## config.mk

```make
export PLATFORM = sky130hd
export DESIGN_NAME = minsoc_rst_sequencer_flat
export DESIGN_NICKNAME = d
export VERILOG_FILES = /design/src/rtl/minsoc_rst_sequencer_if.sv /design/src/rtl/minsoc_rst_sequencer.sv /design/src/flat_wrapper.sv
export SDC_FILE = /design/constraint.sdc
export NUM_CORES = 1
export LEC_CHECK = 0
export ABC_CLOCK_PERIOD_IN_PS = 5200
export CELL_PAD_IN_SITES_DETAIL_PLACEMENT = 1
export CELL_PAD_IN_SITES_GLOBAL_PLACEMENT = 2
export CORE_MARGIN = 2
export CORE_UTILIZATION = 25
export CTS_CLUSTER_DIAMETER = 40
export DETAILED_ROUTE_END_ITERATION = 16
export PLACE_DENSITY_LB_ADDON = 0.25
export REMOVE_ABC_BUFFERS = 1
export SETUP_SLACK_MARGIN = 0.4
export SLEW_MARGIN = 20
export SYNTH_ARGS = -nofsm -noshare
export SYNTH_HDL_FRONTEND = slang
export SYNTH_SLANG_ARGS = --single-unit
```

## constraint.sdc

```tcl
create_clock -name clock -period 5.2 [get_ports clock]
set_input_delay 1.04 -clock clock [delete_from_list [all_inputs] [get_ports clock]]
set_output_delay 1.04 -clock clock [all_outputs]
set_load 0.02 [all_outputs]
```

## src/rtl/minsoc_rst_sequencer_if.sv

```systemverilog
// Reset-sequencer status/control bundle.
// The board side drives clock-lock status and software reset requests. The
// sequencer side drives the staged domain resets, the busy flag and the
// cause of the last reset.
interface minsoc_rst_sequencer_if;
    logic       clk_locked;
    logic       sw_rst_req;
    logic       wb_rst;
    logic       eth_rst;
    logic       cpu_rst;
    logic       rst_busy;
    logic [1:0] rst_cause;

    // Board / environment side: requests in, domain resets observed.
    modport master (
        output clk_locked,
        output sw_rst_req,
        input  wb_rst,
        input  eth_rst,
        input  cpu_rst,
        input  rst_busy,
        input  rst_cause
    );

    // Sequencer side: requests observed, domain resets driven.
    modport slave (
        input  clk_locked,
        input  sw_rst_req,
        output wb_rst,
        output eth_rst,
        output cpu_rst,
        output rst_busy,
        output rst_cause
    );
endinterface

```

## src/rtl/minsoc_rst_sequencer.sv

```systemverilog
// Staged reset sequencer for the SoC.
// Holds every domain in reset for a stretch of locked clock cycles, then
// releases the Wishbone fabric, the Ethernet MAC and the CPU in that order,
// one stage gap apart. Debounced lock loss or a software request in RUN
// reasserts all domains together and restarts the sequence; the cause of
// the most recent reset is kept on rst_cause.
module minsoc_rst_sequencer #(
    parameter int STRETCH_CYCLES = 16,
    parameter int STAGE_GAP      = 4,
    parameter int DEBOUNCE       = 3,
    parameter int CNT_W          = 8
) (
    input  logic                  clock,
    input  logic                  reset,
    minsoc_rst_sequencer_if.slave rst_if
);

    typedef enum logic [1:0] {
        ST_ASSERT  = 2'd0,
        ST_REL_WB  = 2'd1,
        ST_REL_ETH = 2'd2,
        ST_RUN     = 2'd3
    } state_t;

    localparam logic [1:0] CAUSE_EXT  = 2'b01;
    localparam logic [1:0] CAUSE_LOCK = 2'b10;
    localparam logic [1:0] CAUSE_SW   = 2'b11;

    localparam logic [CNT_W-1:0] STRETCH_LAST = CNT_W'(STRETCH_CYCLES - 1);
    localparam logic [CNT_W-1:0] GAP_LAST     = CNT_W'(STAGE_GAP - 1);
    // One extra bit so the low-sample counter can hold DEBOUNCE itself.
    localparam logic [CNT_W:0]   LO_MAX       = (CNT_W + 1)'(DEBOUNCE);
    localparam logic [CNT_W:0]   LO_LAST      = (CNT_W + 1)'(DEBOUNCE - 1);

    state_t           state,    state_nxt;
    logic [CNT_W-1:0] cnt,      cnt_nxt;
    logic [CNT_W:0]   lo_cnt,   lo_cnt_nxt;
    logic             wb_q,     wb_nxt;
    logic             eth_q,    eth_nxt;
    logic             cpu_q,    cpu_nxt;
    logic             busy_q,   busy_nxt;
    logic [1:0]       cause_q,  cause_nxt;
    logic             lock_lost;
    logic             sw_hit;

    // Trigger conditions: the DEBOUNCE-th consecutive low sample outside the
    // stretch phase, or a software request once the sequence has completed.
    assign lock_lost = (state != ST_ASSERT) && !rst_if.clk_locked && (lo_cnt == LO_LAST);
    assign sw_hit    = (state == ST_RUN) && rst_if.sw_rst_req;

    // Next-state, counter and output-register computation.
    // NOTE: every variable gets a default at the top of the block, so no path
    // can leave one unassigned and infer a latch.
    always_comb begin
        state_nxt  = state;
        cnt_nxt    = cnt;
        lo_cnt_nxt = lo_cnt;
        wb_nxt     = wb_q;
        eth_nxt    = eth_q;
        cpu_nxt    = cpu_q;
        busy_nxt   = busy_q;
        cause_nxt  = cause_q;

        // Consecutive low-sample counter, saturating at DEBOUNCE.
        if (rst_if.clk_locked) begin
            lo_cnt_nxt = '0;
        end else if (lo_cnt != LO_MAX) begin
            lo_cnt_nxt = lo_cnt + (CNT_W + 1)'(1);
        end

        unique case (state)
            ST_ASSERT: begin
                // Only uninterrupted locked cycles count towards the stretch.
                if (!rst_if.clk_locked) begin
                    cnt_nxt = '0;
                end else if (cnt == STRETCH_LAST) begin
                    wb_nxt    = 1'b0;
                    cnt_nxt   = '0;
                    state_nxt = ST_REL_WB;
                end else begin
                    cnt_nxt = cnt + CNT_W'(1);
                end
            end
            ST_REL_WB: begin
                if (cnt == GAP_LAST) begin
                    eth_nxt   = 1'b0;
                    cnt_nxt   = '0;
                    state_nxt = ST_REL_ETH;
                end else begin
                    cnt_nxt = cnt + CNT_W'(1);
                end
            end
            ST_REL_ETH: begin
                if (cnt == GAP_LAST) begin
                    cpu_nxt   = 1'b0;
                    busy_nxt  = 1'b0;
                    cnt_nxt   = '0;
                    state_nxt = ST_RUN;
                end else begin
                    cnt_nxt = cnt + CNT_W'(1);
                end
            end
            ST_RUN: begin
                cnt_nxt = cnt;
            end
            default: begin
                state_nxt = ST_ASSERT;
            end
        endcase

        // Re-entry reasserts every domain in the same cycle and restarts the
        // full stretch; lock loss wins over a simultaneous software request.
        if (lock_lost || sw_hit) begin
            state_nxt  = ST_ASSERT;
            cnt_nxt    = '0;
            lo_cnt_nxt = '0;
            wb_nxt     = 1'b1;
            eth_nxt    = 1'b1;
            cpu_nxt    = 1'b1;
            busy_nxt   = 1'b1;
            cause_nxt  = lock_lost ? CAUSE_LOCK : CAUSE_SW;
        end
    end

    // State, counters and registered outputs; reset overrides everything.
    // NOTE: sequential state uses non-blocking assignments so every register
    // samples the pre-edge values, independent of statement order.
    always_ff @(posedge clock) begin
        if (reset) begin
            state   <= ST_ASSERT;
            cnt     <= '0;
            lo_cnt  <= '0;
            wb_q    <= 1'b1;
            eth_q   <= 1'b1;
            cpu_q   <= 1'b1;
            busy_q  <= 1'b1;
            cause_q <= CAUSE_EXT;
        end else begin
            state   <= state_nxt;
            cnt     <= cnt_nxt;
            lo_cnt  <= lo_cnt_nxt;
            wb_q    <= wb_nxt;
            eth_q   <= eth_nxt;
            cpu_q   <= cpu_nxt;
            busy_q  <= busy_nxt;
            cause_q <= cause_nxt;
        end
    end

    assign rst_if.wb_rst    = wb_q;
    assign rst_if.eth_rst   = eth_q;
    assign rst_if.cpu_rst   = cpu_q;
    assign rst_if.rst_busy  = busy_q;
    assign rst_if.rst_cause = cause_q;

endmodule

```

## src/flat_wrapper.sv

```systemverilog
// flat-port wrapper written by rule: the top's interface ports become plain ports
module minsoc_rst_sequencer_flat 
#(
    parameter int STRETCH_CYCLES = 16,
    parameter int STAGE_GAP      = 4,
    parameter int DEBOUNCE       = 3,
    parameter int CNT_W          = 8
)
  (clock, reset, rst_if_clk_locked, rst_if_sw_rst_req, rst_if_wb_rst, rst_if_eth_rst, rst_if_cpu_rst, rst_if_rst_busy, rst_if_rst_cause);
  minsoc_rst_sequencer_if rst_if_i ();
  input  logic clock;
  input  logic reset;
  input wire logic [$bits(rst_if_i.clk_locked)-1:0] rst_if_clk_locked;
  input wire logic [$bits(rst_if_i.sw_rst_req)-1:0] rst_if_sw_rst_req;
  output wire logic [$bits(rst_if_i.wb_rst)-1:0] rst_if_wb_rst;
  output wire logic [$bits(rst_if_i.eth_rst)-1:0] rst_if_eth_rst;
  output wire logic [$bits(rst_if_i.cpu_rst)-1:0] rst_if_cpu_rst;
  output wire logic [$bits(rst_if_i.rst_busy)-1:0] rst_if_rst_busy;
  output wire logic [$bits(rst_if_i.rst_cause)-1:0] rst_if_rst_cause;
  assign rst_if_i.clk_locked = rst_if_clk_locked;
  assign rst_if_i.sw_rst_req = rst_if_sw_rst_req;
  assign rst_if_wb_rst = rst_if_i.wb_rst;
  assign rst_if_eth_rst = rst_if_i.eth_rst;
  assign rst_if_cpu_rst = rst_if_i.cpu_rst;
  assign rst_if_rst_busy = rst_if_i.rst_busy;
  assign rst_if_rst_cause = rst_if_i.rst_cause;
  minsoc_rst_sequencer #(.STRETCH_CYCLES(STRETCH_CYCLES), .STAGE_GAP(STAGE_GAP), .DEBOUNCE(DEBOUNCE), .CNT_W(CNT_W)) u_core (.clock(clock), .reset(reset), .rst_if(rst_if_i));
endmodule
```

==> impl_metrics.env, run 1 <==
export IMPL_htreeDepth=1
export IMPL_cts_clk_slew_worst_paths_ns=0.08
export IMPL_cap_violations=0
export IMPL_post_drt_wl_per_cell_um=13.93
export IMPL_p_clk_frac=0.355
export IMPL_rsz0062_at_grt="no"
export IMPL_ys_flop_type="dfxtp_1"
export IMPL_ys_types=33
export IMPL_core_area_um2=4661
export IMPL_setup_ws_ns=2.848
export IMPL_worstSetupStartpoint="rst_if_clk_locked"
export IMPL_hold_viol=0
export IMPL_swShare=0.2168
export IMPL_power_leakage_nw=0.5001
export IMPL_cp_arrival_ns=2.53
export IMPL_period_share=0.4522
export IMPL_max_slew_margin_rel=0.5331
export IMPL_synth_edf_count=0
export IMPL_clk_latency_ns=0.26
export IMPL_power_density_nw_per_um2=224.4
export IMPL_grtUsageTotal=0.1141
export IMPL_via_count=972
export IMPL_fp_dieW_um=73.21
export IMPL_cts_made_buffers=3
export IMPL_area_growth_pct=15.26
export IMPL_grt_max_degree=13
export IMPL_ctsResizeCount=0
export IMPL_drt_iter0_markers=77
export IMPL_switching_power_w=0.00006713
export IMPL_period_needed_ns=2.352
export IMPL_critPathRequiredTime_ns=5.37
export IMPL_post_cts_buffers=0
export IMPL_r2r_end="u_core.cnt[6]$_SDFFE_PP0P_"
export IMPL_ant_nets=0
export IMPL_hp_class="flop to flop"
export IMPL_detail_route_wirelength_um=2785
export IMPL_path_class="primary input to flop"
export IMPL_power_internal_w=0.0002426
export IMPL_start_util=0.2569
export IMPL_vias_per_cell=4.860
export IMPL_antenna_cells=0
export IMPL_hold_depth=1
export IMPL_clock_sinks=24
export IMPL_endpoint="u_core.lo_cnt[1]$_SDFFE_PP0P_"
export IMPL_skew_ns=0.002904
export IMPL_gp_congestion=0.8479
export IMPL_dieArea_um2=5359
export IMPL_worstMarginPinSlew_ns=0.6940
export IMPL_combPwrFrac=0.042
export IMPL_synthArstFlopShare=0
export IMPL_rows=25
export IMPL_irDropWorstVdd_mv=0.1557
export IMPL_overflow=0
export IMPL_cts_root_buf="clkbuf_8"
export IMPL_synth_warnings=0
export IMPL_fin_setup_tns_ns=0
export IMPL_r2r_cells=4
export IMPL_p_seq_frac=0.603
export IMPL_synth_seq_cells=24
export IMPL_die_h_um=73.21
export IMPL_nets=160
export IMPL_drt_pass1_iter_count=4
export IMPL_slew_viol_final=0
export IMPL_tritoncts="done"
export IMPL_antenna_found_initial=0
export IMPL_cp_start_kind="primary input"
export IMPL_ioPinCount=10
export IMPL_syn_inst=137
export IMPL_ys_seq_area_frac=0.4013
export IMPL_status="completed"
export IMPL_cp_end_kind="flop"
export IMPL_r2r_start="u_core.cnt[4]$_SDFFE_PP0P_"
export IMPL_avgSynthCellArea_um2=8.740
export IMPL_layout_drive_gt1_share=0.03425
export IMPL_grt_pass1_vias=1003
export IMPL_dp_hpwl_um=2216
export IMPL_finalSetupViolations=0
export IMPL_drc_errors=0
export IMPL_place_worst_setup_slack_ns=2.500
export IMPL_fmax_mhz=425.2
export IMPL_portBuffers=9
export IMPL_ff2ff_setup_slack_ns=3.21
export IMPL_grt_pass1_wl_um=4685
export IMPL_synthesis_area_um2=1197
export IMPL_clk_path_buf_depth=2
export IMPL_cp_max_fo=9
export IMPL_hold_buffers=0
-- power by group through the flow --
stage / combinational [W] / clock (W) / sequential, W
2_1_floorplan: 0.00000781 / 0 / 0.000191
3_3_place_gp: 0.0000130 / 0 / 0.000191
3_5_place_dp: 0.0000134 / 0 / 0.000191
4_1_cts: 0.0000134 / 0.000117 / 0.000187
5_1_grt: 0.0000149 / 0.000122 / 0.000187
6_report: 0.0000130 / 0.000110 / 0.000187
-- cell usage after synthesis (2+ instances only) --
cell type / instances / share of area
dfxtp_1: 24 / 0.40
nor2_1: 23 / 0.072
nand2_1: 9 / 0.028
nand3_1: 9 / 0.038
a21oi_1: 8 / 0.033
ha_1: 8 / 0.084
xnor2_1: 8 / 0.059
a21o_1: 5 / 0.031
inv_1: 5 / 0.016
nor3_1: 5 / 0.021
xor2_1: 5 / 0.037
a211oi_1: 2 / 0.013
and3_1: 2 / 0.010
nand2b_1: 2 / 0.010
nand4_1: 2 / 0.010
nor2b_1: 2 / 0.010
nor4_1: 2 / 0.010
-- through the flow --
step	area, µm²	utilization	total power (W)	std cells	hold WS (ns)
final	1380	0.2961	0.0003097	200	0.4591
after global routing	1380	0.2961	0.0003244	200	0.4789
after CTS	1380	0.2961	0.0003175	200	0.4677
after detailed placement	1339	0.2872	0.0002046	197	0.4485
after global placement	1339	0.2872	0.0002040	197	0.4370
after floorplan	1181	-	0.0001986	134	0.4847
-- how the worst min path moves through the flow --
stage | slack [ns] | startpoint | endpoint
finish | 0.46 | u_core.rst_if.eth_rst$_SDFFE_PP1P_ | u_core.rst_if.eth_rst$_SDFFE_PP1P_
global placement | 0.44 | u_core.rst_if.eth_rst$_SDFFE_PP1P_ | u_core.rst_if.eth_rst$_SDFFE_PP1P_
CTS | 0.47 | u_core.rst_if.eth_rst$_SDFFE_PP1P_ | u_core.rst_if.eth_rst$_SDFFE_PP1P_
floorplan | 0.48 | u_core.lo_cnt[8]$_SDFFE_PP0P_ | u_core.lo_cnt[8]$_SDFFE_PP0P_
global route | 0.48 | u_core.rst_if.eth_rst$_SDFFE_PP1P_ | u_core.rst_if.eth_rst$_SDFFE_PP1P_
detailed placement | 0.45 | u_core.rst_if.eth_rst$_SDFFE_PP1P_ | u_core.rst_if.eth_rst$_SDFFE_PP1P_
-- worst max-delay path: stages --
cell,delay [ns]
clkdlybuf4s50_1,0.53
nor2_1,0.07
nand4_1,0.25
nand3_1,0.35
a211oi_1,0.28
-- cell type report --
| type | instances | area [µm²] |
|---|---|---|
| inverters | 5 | 18.77 |
| repair buffers | 9 | 90.09 |
| fillers | 548 | 3281 |
| flip-flops and latches | 24 | 480.5 |
| well taps | 54 | 67.56 |
| multi-input cells | 105 | 681.9 |
| clock buffers | 3 | 41.29 |
-- cells by family after synthesis --
logic type | Yosys count | synth area share
buffers and inverters | 8 | 0.02926
muxes | 1 | 0.008360
adders and majority gates | 8 | 0.08360
xor gates and xnor gates | 13 | 0.09509
and+or+nand+nor | 60 | 0.2414
DFF | 24 | 0.4013
AOI/OAI and AO/OA | 23 | 0.1411
-- sequential cells by signal, indices dropped and copies added (netlist names) --
signal / flops
u_core.cnt: 8
u_core.lo_cnt: 9
u_core.rst_if.eth_rst: 1
u_core.rst_if.rst_busy: 1
u_core.rst_if.rst_cause: 2
u_core.rst_if.wb_rst: 1
u_core.state: 2
-- cell usage in the layout, fill, tap and decap left out, drive strengths merged, types with 2 or more instances in the layout --
master	Yosys	final
dfxtp	24	24
a21oi	8	8
nand4	2	2
inv	5	5
a211oi	2	2
clkbuf	1	3
nand2b	2	2
nor2b	2	2
xor2	5	5
and3	2	2
nor2	23	23
nor4	2	2
ha	8	8
nor3	5	5
xnor2	8	8
nand3	9	9
a21o	5	5
nand2	9	9
clkdlybuf4s50	0	9
-- routing by layer --
metal | vias up | part of all wire | track usage
met1 | 467 | 0.45 | 0.1354
met2 | 9 | 0.51 | 0.2062
met4 | 0 | 0.0061 | 0.02263
met3 | 2 | 0.029 | 0.02901
met5 | - | 0 | 0
li1 | 494 | - | -
No activity file was read; power rests on OpenSTA's default activity.
==> inputs of run 2 (changes only) <==
ABC_CLOCK_PERIOD_IN_PS = 2300   (was 5200)
clock period = 2.3 ns   (was 5.2 ns; I/O delays follow)
==> run 2 against run 1 <==
Count of clock-buffer cells in the layout unchanged; sequential share of layout area decreased by 1.9 points; cell area increased by 6.3%; worst setup slack got worse by 2.4 ns; via count increased by 2.5%; critical endpoint is now u_core.cnt[4]$_SDFFE_PP0P_; critical path type is now flop to flop; non-clock buffer count increased by 5.
==> impl_metrics.env, run 2 (same netlist as run 1, synthesis figures left out) <==
export IMPL_power_leakage_nw=0.5382
export IMPL_cts_made_buffers=3
export IMPL_clock_sinks=24
export IMPL_cp_cell_sequence="or4_4 > o31a_1 > o311ai_4 > buf_6 > nor2_1"
export IMPL_p_seq_frac=0.506
export IMPL_ioPinCount=10
export IMPL_grt_pass1_vias=1062
export IMPL_place_worst_setup_slack_ns=0.3432
export IMPL_min_to="u_core.rst_if.eth_rst$_SDFFE_PP1P_"
export IMPL_ff2ff_setup_slack_ns=0.48
export IMPL_start_util=0.2569
export IMPL_dp_cells=200
export IMPL_rows=25
export IMPL_finalSetupViolations=0
export IMPL_grt_pass1_wl_um=4919
export IMPL_skew_ns=0.0009715
export IMPL_post_drt_wl_per_cell_um=13.77
export IMPL_ant_nets=0
export IMPL_period_share=0.7920
export IMPL_slowest_delay_ns=0.57
export IMPL_cp_start_kind="flop"
export IMPL_drt_pass1_iter_count=4
export IMPL_htreeDepth=1
export IMPL_antenna_found_initial=0
export IMPL_irDropWorstVdd_mv=0.1939
export IMPL_dp_hpwl_um=2168
export IMPL_power_density_nw_per_um2=569.5
export IMPL_cap_violations=0
export IMPL_final_cell_mix="23 x nor2_1, 22 x dfxtp_1, 9 x nand3_1, 9 x nand2_1, 9 x clkdlybuf4s50_1"
export IMPL_power_internal_w=0.0006685
export IMPL_area_growth_pct=22.47
export IMPL_gp_congestion=0.8396
export IMPL_slew_viol_final=0
export IMPL_final_common_cell="nor2_1"
export IMPL_seqCellArea_um2=483.0
export IMPL_drc_errors=0
export IMPL_detail_route_wirelength_um=2836
export IMPL_clk_path_buf_depth=2
export IMPL_grt_max_degree=15
export IMPL_portBuffers=9
export IMPL_r2r_cells=5
export IMPL_r2r_end="u_core.cnt[4]$_SDFFE_PP0P_"
export IMPL_r2r_start="u_core.cnt[4]$_SDFFE_PP0P_"
export IMPL_nFillCells=548
export IMPL_setup_ws_ns=0.4784
export IMPL_max_slew_margin_rel=0.7206
export IMPL_rsz0062_at_grt="no"
export IMPL_drt_iter0_markers=36
export IMPL_cts_clk_slew_worst_paths_ns=0.09
export IMPL_grtUsageTotal=0.1203
export IMPL_die_h_um=73.21
export IMPL_core_area_um2=4661
export IMPL_clk_latency_ns=0.27
export IMPL_fmax_mhz=549.0
export IMPL_hold_viol=0
export IMPL_critPathRequiredTime_ns=2.47
export IMPL_hold_buffers=0
export IMPL_final_cell_area_um2=1466
export IMPL_via_count=996
export IMPL_cts_root_buf="clkbuf_8"
export IMPL_multi_input_area_um2=694.4
export IMPL_layout_drive_gt1_share=0.1053
export IMPL_cp_end_kind="flop"
export IMPL_swShare=0.1995
export IMPL_dieArea_um2=5359
export IMPL_period_needed_ns=1.822
export IMPL_cp_arrival_ns=1.99
export IMPL_place_area_um2=1361
export IMPL_hold_depth=1
export IMPL_vias_per_cell=4.835
export IMPL_nets=165
export IMPL_largest_reg_flops=9
export IMPL_regMostFlops="u_core.lo_cnt"
export IMPL_switching_power_w=0.0001666
export IMPL_fin_setup_tns_ns=0
export IMPL_min_delay_start="u_core.rst_if.eth_rst$_SDFFE_PP1P_"
export IMPL_overflow=0
export IMPL_path_class="flop to flop"
export IMPL_fp_dieW_um=73.21
export IMPL_hp_class="flop to flop"
export IMPL_status="completed"
export IMPL_final_cells=206
export IMPL_antenna_cells=0
export IMPL_cp_slowest_cell="or4_4"
export IMPL_combPwrFrac=0.042
export IMPL_tritoncts="done"
export IMPL_cp_max_fo=5
export IMPL_p_clk_frac=0.452
export IMPL_top_regs="u_core.lo_cnt: 9 flops, u_core.cnt: 8 flops"
export IMPL_final_util=0.3146
export IMPL_worstMarginPinSlew_ns=0.4133
==> run 2: per-layer routing <==
metal,routed length [µm],up-vias,track usage,share of wire
met3,54,4,0.02348,0.019
met5,0,-,0,0
met4,38,0,0.05967,0.013
met2,1467,8,0.2122,0.52
met1,1276,479,0.1368,0.45
li1,-,505,-,-
==> run 2: power by group through the flow <==
| stage | Combinational (W) | Clock (W) | Sequential, W |
|---|---|---|---|
| finish | 0.0000350 | 0.000378 | 0.000422 |
| floorplan | 0.0000176 | 0 | 0.000431 |
| global route | 0.0000386 | 0.000412 | 0.000423 |
| detailed placement | 0.0000322 | 0 | 0.000432 |
| global placement | 0.0000304 | 0 | 0.000432 |
| CTS | 0.0000348 | 0.000396 | 0.000423 |
==> run 2: worst max-delay path by stage <==
stage	from	end	cells past startpoint
5_1_grt	u_core.cnt[4]$_SDFFE_PP0P_	u_core.cnt[4]$_SDFFE_PP0P_	5
4_1_cts	u_core.cnt[4]$_SDFFE_PP0P_	u_core.cnt[4]$_SDFFE_PP0P_	5
6_report	u_core.cnt[4]$_SDFFE_PP0P_	u_core.cnt[4]$_SDFFE_PP0P_	5
3_3_place_gp	rst_if_clk_locked	u_core.cnt[1]$_SDFFE_PP0P_	5
2_1_floorplan	u_core.cnt[4]$_SDFFE_PP0P_	u_core.cnt[0]$_SDFFE_PP0P_	4
3_5_place_dp	u_core.cnt[4]$_SDFFE_PP0P_	u_core.cnt[1]$_SDFFE_PP0P_	4
==> run 2: layout make-up <==
cell class | instances | share of cell area
Multi-Input combinational cell | 105 | 0.4735
Sequential cell | 24 | 0.3294
Timing Repair Buffer | 14 | 0.08959
Tap cell | 54 | 0.04607
Clock buffer | 3 | 0.02816
Clock inverter | 1 | 0.02048
Inverter | 5 | 0.01280
==> run 2: per-stage QoR <==
stage	hold slack (ns)	power, W
final	0.4642	0.0008351
after global routing	0.4846	0.0008742
after detailed placement	0.4518	0.0004644
after global placement	0.4371	0.0004624
after floorplan	0.4847	0.0004490
after CTS	0.4725	0.0008538
==> run 2: critical path, delay by kind of cell (launching register included) <==
kind                   cells  cell delay, ns
flip-flops                 1            0.36
AND/OR/NAND/NOR            2            0.61
AO/OA/AOI/OAI              2            0.59
buffers and inverters      1            0.16
==> run 2: timing repair <==
action	CTS	global route
setup endpoints to repair	7	15
gates resized for setup	0	7
pin swaps	1	0
buffers inserted	2	0
==> inputs of run 3 (changes only) <==
ABC_CLOCK_PERIOD_IN_PS = 1700   (was 2300)
clock period = 1.7 ns   (was 2.3 ns; I/O delays follow)
==> run 3 against run 2 <==
The run now ends with setup timing left; sequential share of layout area decreased by 6.0 points; maximum frequency increased by 0.79%; clock power increased by 37%; critical path type unchanged.
==> impl_metrics.env, run 3 (same netlist as run 1, synthesis figures left out) <==
export IMPL_post_drt_wl_per_cell_um=14.19
export IMPL_period_needed_ns=1.807
export IMPL_area_growth_pct=53.08
export IMPL_hp_class="flop to flop"
export IMPL_grtUsageTotal=0.1326
export IMPL_irDropWorstVdd_mv=0.2642
export IMPL_layout_drive_gt1_share=0.4237
export IMPL_critPathRequiredTime_ns=1.87
export IMPL_grt_pass1_vias=1206
export IMPL_final_util=0.3933
export IMPL_detail_route_wirelength_um=3278
export IMPL_tritoncts="done"
export IMPL_dp_hpwl_um=2373
export IMPL_core_area_um2=4661
export IMPL_cp_end_kind="flop"
export IMPL_final_cells=231
export IMPL_grt_max_degree=15
export IMPL_status="finished with violations"
export IMPL_clock_sinks=24
export IMPL_r2r_start="u_core.cnt[4]$_SDFFE_PP0P_"
export IMPL_final_cell_mix="23 x buf_4, 18 x dfxtp_1, 14 x nor2_1"
export IMPL_cts_clk_slew_worst_paths_ns=0.10
export IMPL_violations="setup timing"
export IMPL_clk_path_buf_depth=2
export IMPL_regMostFlops="u_core.lo_cnt"
export IMPL_start_util=0.2569
export IMPL_grt_pass1_wl_um=5540
export IMPL_fin_setup_tns_ns=-0.7082
export IMPL_vias_per_cell=4.835
export IMPL_dp_cells=216
export IMPL_antenna_found_initial=0
export IMPL_path_class="flop to flop"
export IMPL_portBuffers=9
export IMPL_power_w=0.001161
export IMPL_overflow=0
export IMPL_power_density_nw_per_um2=633.4
export IMPL_gp_congestion=0.8465
export IMPL_finalSetupViolations=7
export IMPL_cp_start_kind="flop"
export IMPL_htreeDepth=1
export IMPL_final_common_cell="buf_4"
export IMPL_rows=25
export IMPL_ioPinCount=10
export IMPL_power_leakage_nw=0.6916
export IMPL_slew_viol_final=0
export IMPL_rsz0062_at_grt="yes"
export IMPL_worstSetupStartpoint="u_core.cnt[4]$_SDFFE_PP0P_"
export IMPL_clk_latency_ns=0.27
export IMPL_cts_root_buf="clkbuf_8"
export IMPL_cp_arrival_ns=1.97
export IMPL_nets=190
export IMPL_hold_ws_ns=0.4643
export IMPL_antenna_cells=0
export IMPL_max_slew_margin_rel=0.8015
export IMPL_top_regs="u_core.lo_cnt: 9 flops, u_core.cnt: 8 flops"
export IMPL_cts_made_buffers=3
export IMPL_hold_viol=0
export IMPL_cp_max_fo=4
export IMPL_fp_dieW_um=73.21
export IMPL_ant_nets=0
export IMPL_fmax_mhz=553.3
export IMPL_drt_iter0_markers=33
export IMPL_drt_pass1_iter_count=4
export IMPL_cap_violations=0
export IMPL_period_share=1.063
export IMPL_drc_errors=0
export IMPL_skew_ns=0.003956
export IMPL_die_h_um=73.21
export IMPL_dieArea_um2=5359
export IMPL_worstMarginPinSlew_ns=0.2970
export IMPL_setup_ws_ns=-0.1074
export IMPL_via_count=1117
export IMPL_largest_reg_flops=9
export IMPL_min_delay_start="u_core.rst_if.eth_rst$_SDFFE_PP1P_"
## run 3: changes by cell type in the layout (fill, tap and decap cells not counted), sizes merged
cell	previous run	this run
buf	5	30
clkbuf	3	8
clkdlybuf4s15	0	1
clkdlybuf4s50	9	2
dlygate4sd2	0	1
## run 3: critical path, cell delays in order, from the launching register on
cell and delay [ns]:
dfxtp_2 0.34, or4_4 0.53, o31a_1 0.31, o311ai_4 0.34
buf_6 0.16, nor2_1 0.04
## run 3: power by group
group	switching (W)	internal, W	leakage (nW)
Combinational	0.0000373	0.0000352	0.458
Clock	0.000204	0.000315	0.0357
Sequential	0.00000585	0.000564	0.198
## run 3: final cells by class
cell class                 count  area, µm²
tap                           54      67.56
inverter                       5      18.77
multi-input combinational    105      854.6
clock inverter                 1      30.03
timing repair buffer          39      327.8
sequential                    24      493.0
fill                         532       2828
clock buffer                   3      41.29
## run 3: what timing repair did
item                       4_1_cts  5_1_grt
resized for setup               46       28
cloned                           1        0
buffers inserted                10        0
hold buffers                     0        0
pin swaps                       12       10
setup endpoints to repair       30       30
## run 3: per-stage QoR
| stage | cell area, µm² | setup slack, ns |
|---|---|---|
| 2_1_floorplan | 1181 | -0.05284 |
| 3_3_place_gp | 1481 | -0.05250 |
| 3_5_place_dp | 1481 | -0.1304 |
| 4_1_cts | 1775 | -0.07701 |
| 5_1_grt | 1833 | -0.1299 |
| 6_report | 1833 | -0.1074 |
## run 3: path summary, 6_finish.rpt
path,end,slack [ns],cells past startpoint
worst min register to register,u_core.rst_if.eth_rst$_SDFFE_PP1P_,0.46,1
worst max register to register,u_core.cnt[1]$_SDFFE_PP0P_,-0.11,5
worst max-delay path,u_core.cnt[1]$_SDFFE_PP0P_,-0.11,5
worst min-delay path,u_core.rst_if.eth_rst$_SDFFE_PP1P_,0.46,1
## run 3: routing by layer
metal,global-route usage,wire length (µm),vias to the layer above,share of wire
met3,0.02348,59,2,0.018
met1,0.1545,1422,552,0.43
met4,0.03704,23,0,0.0070
li1,-,-,557,-
met2,0.2452,1771,6,0.54
met5,0,0,-,0
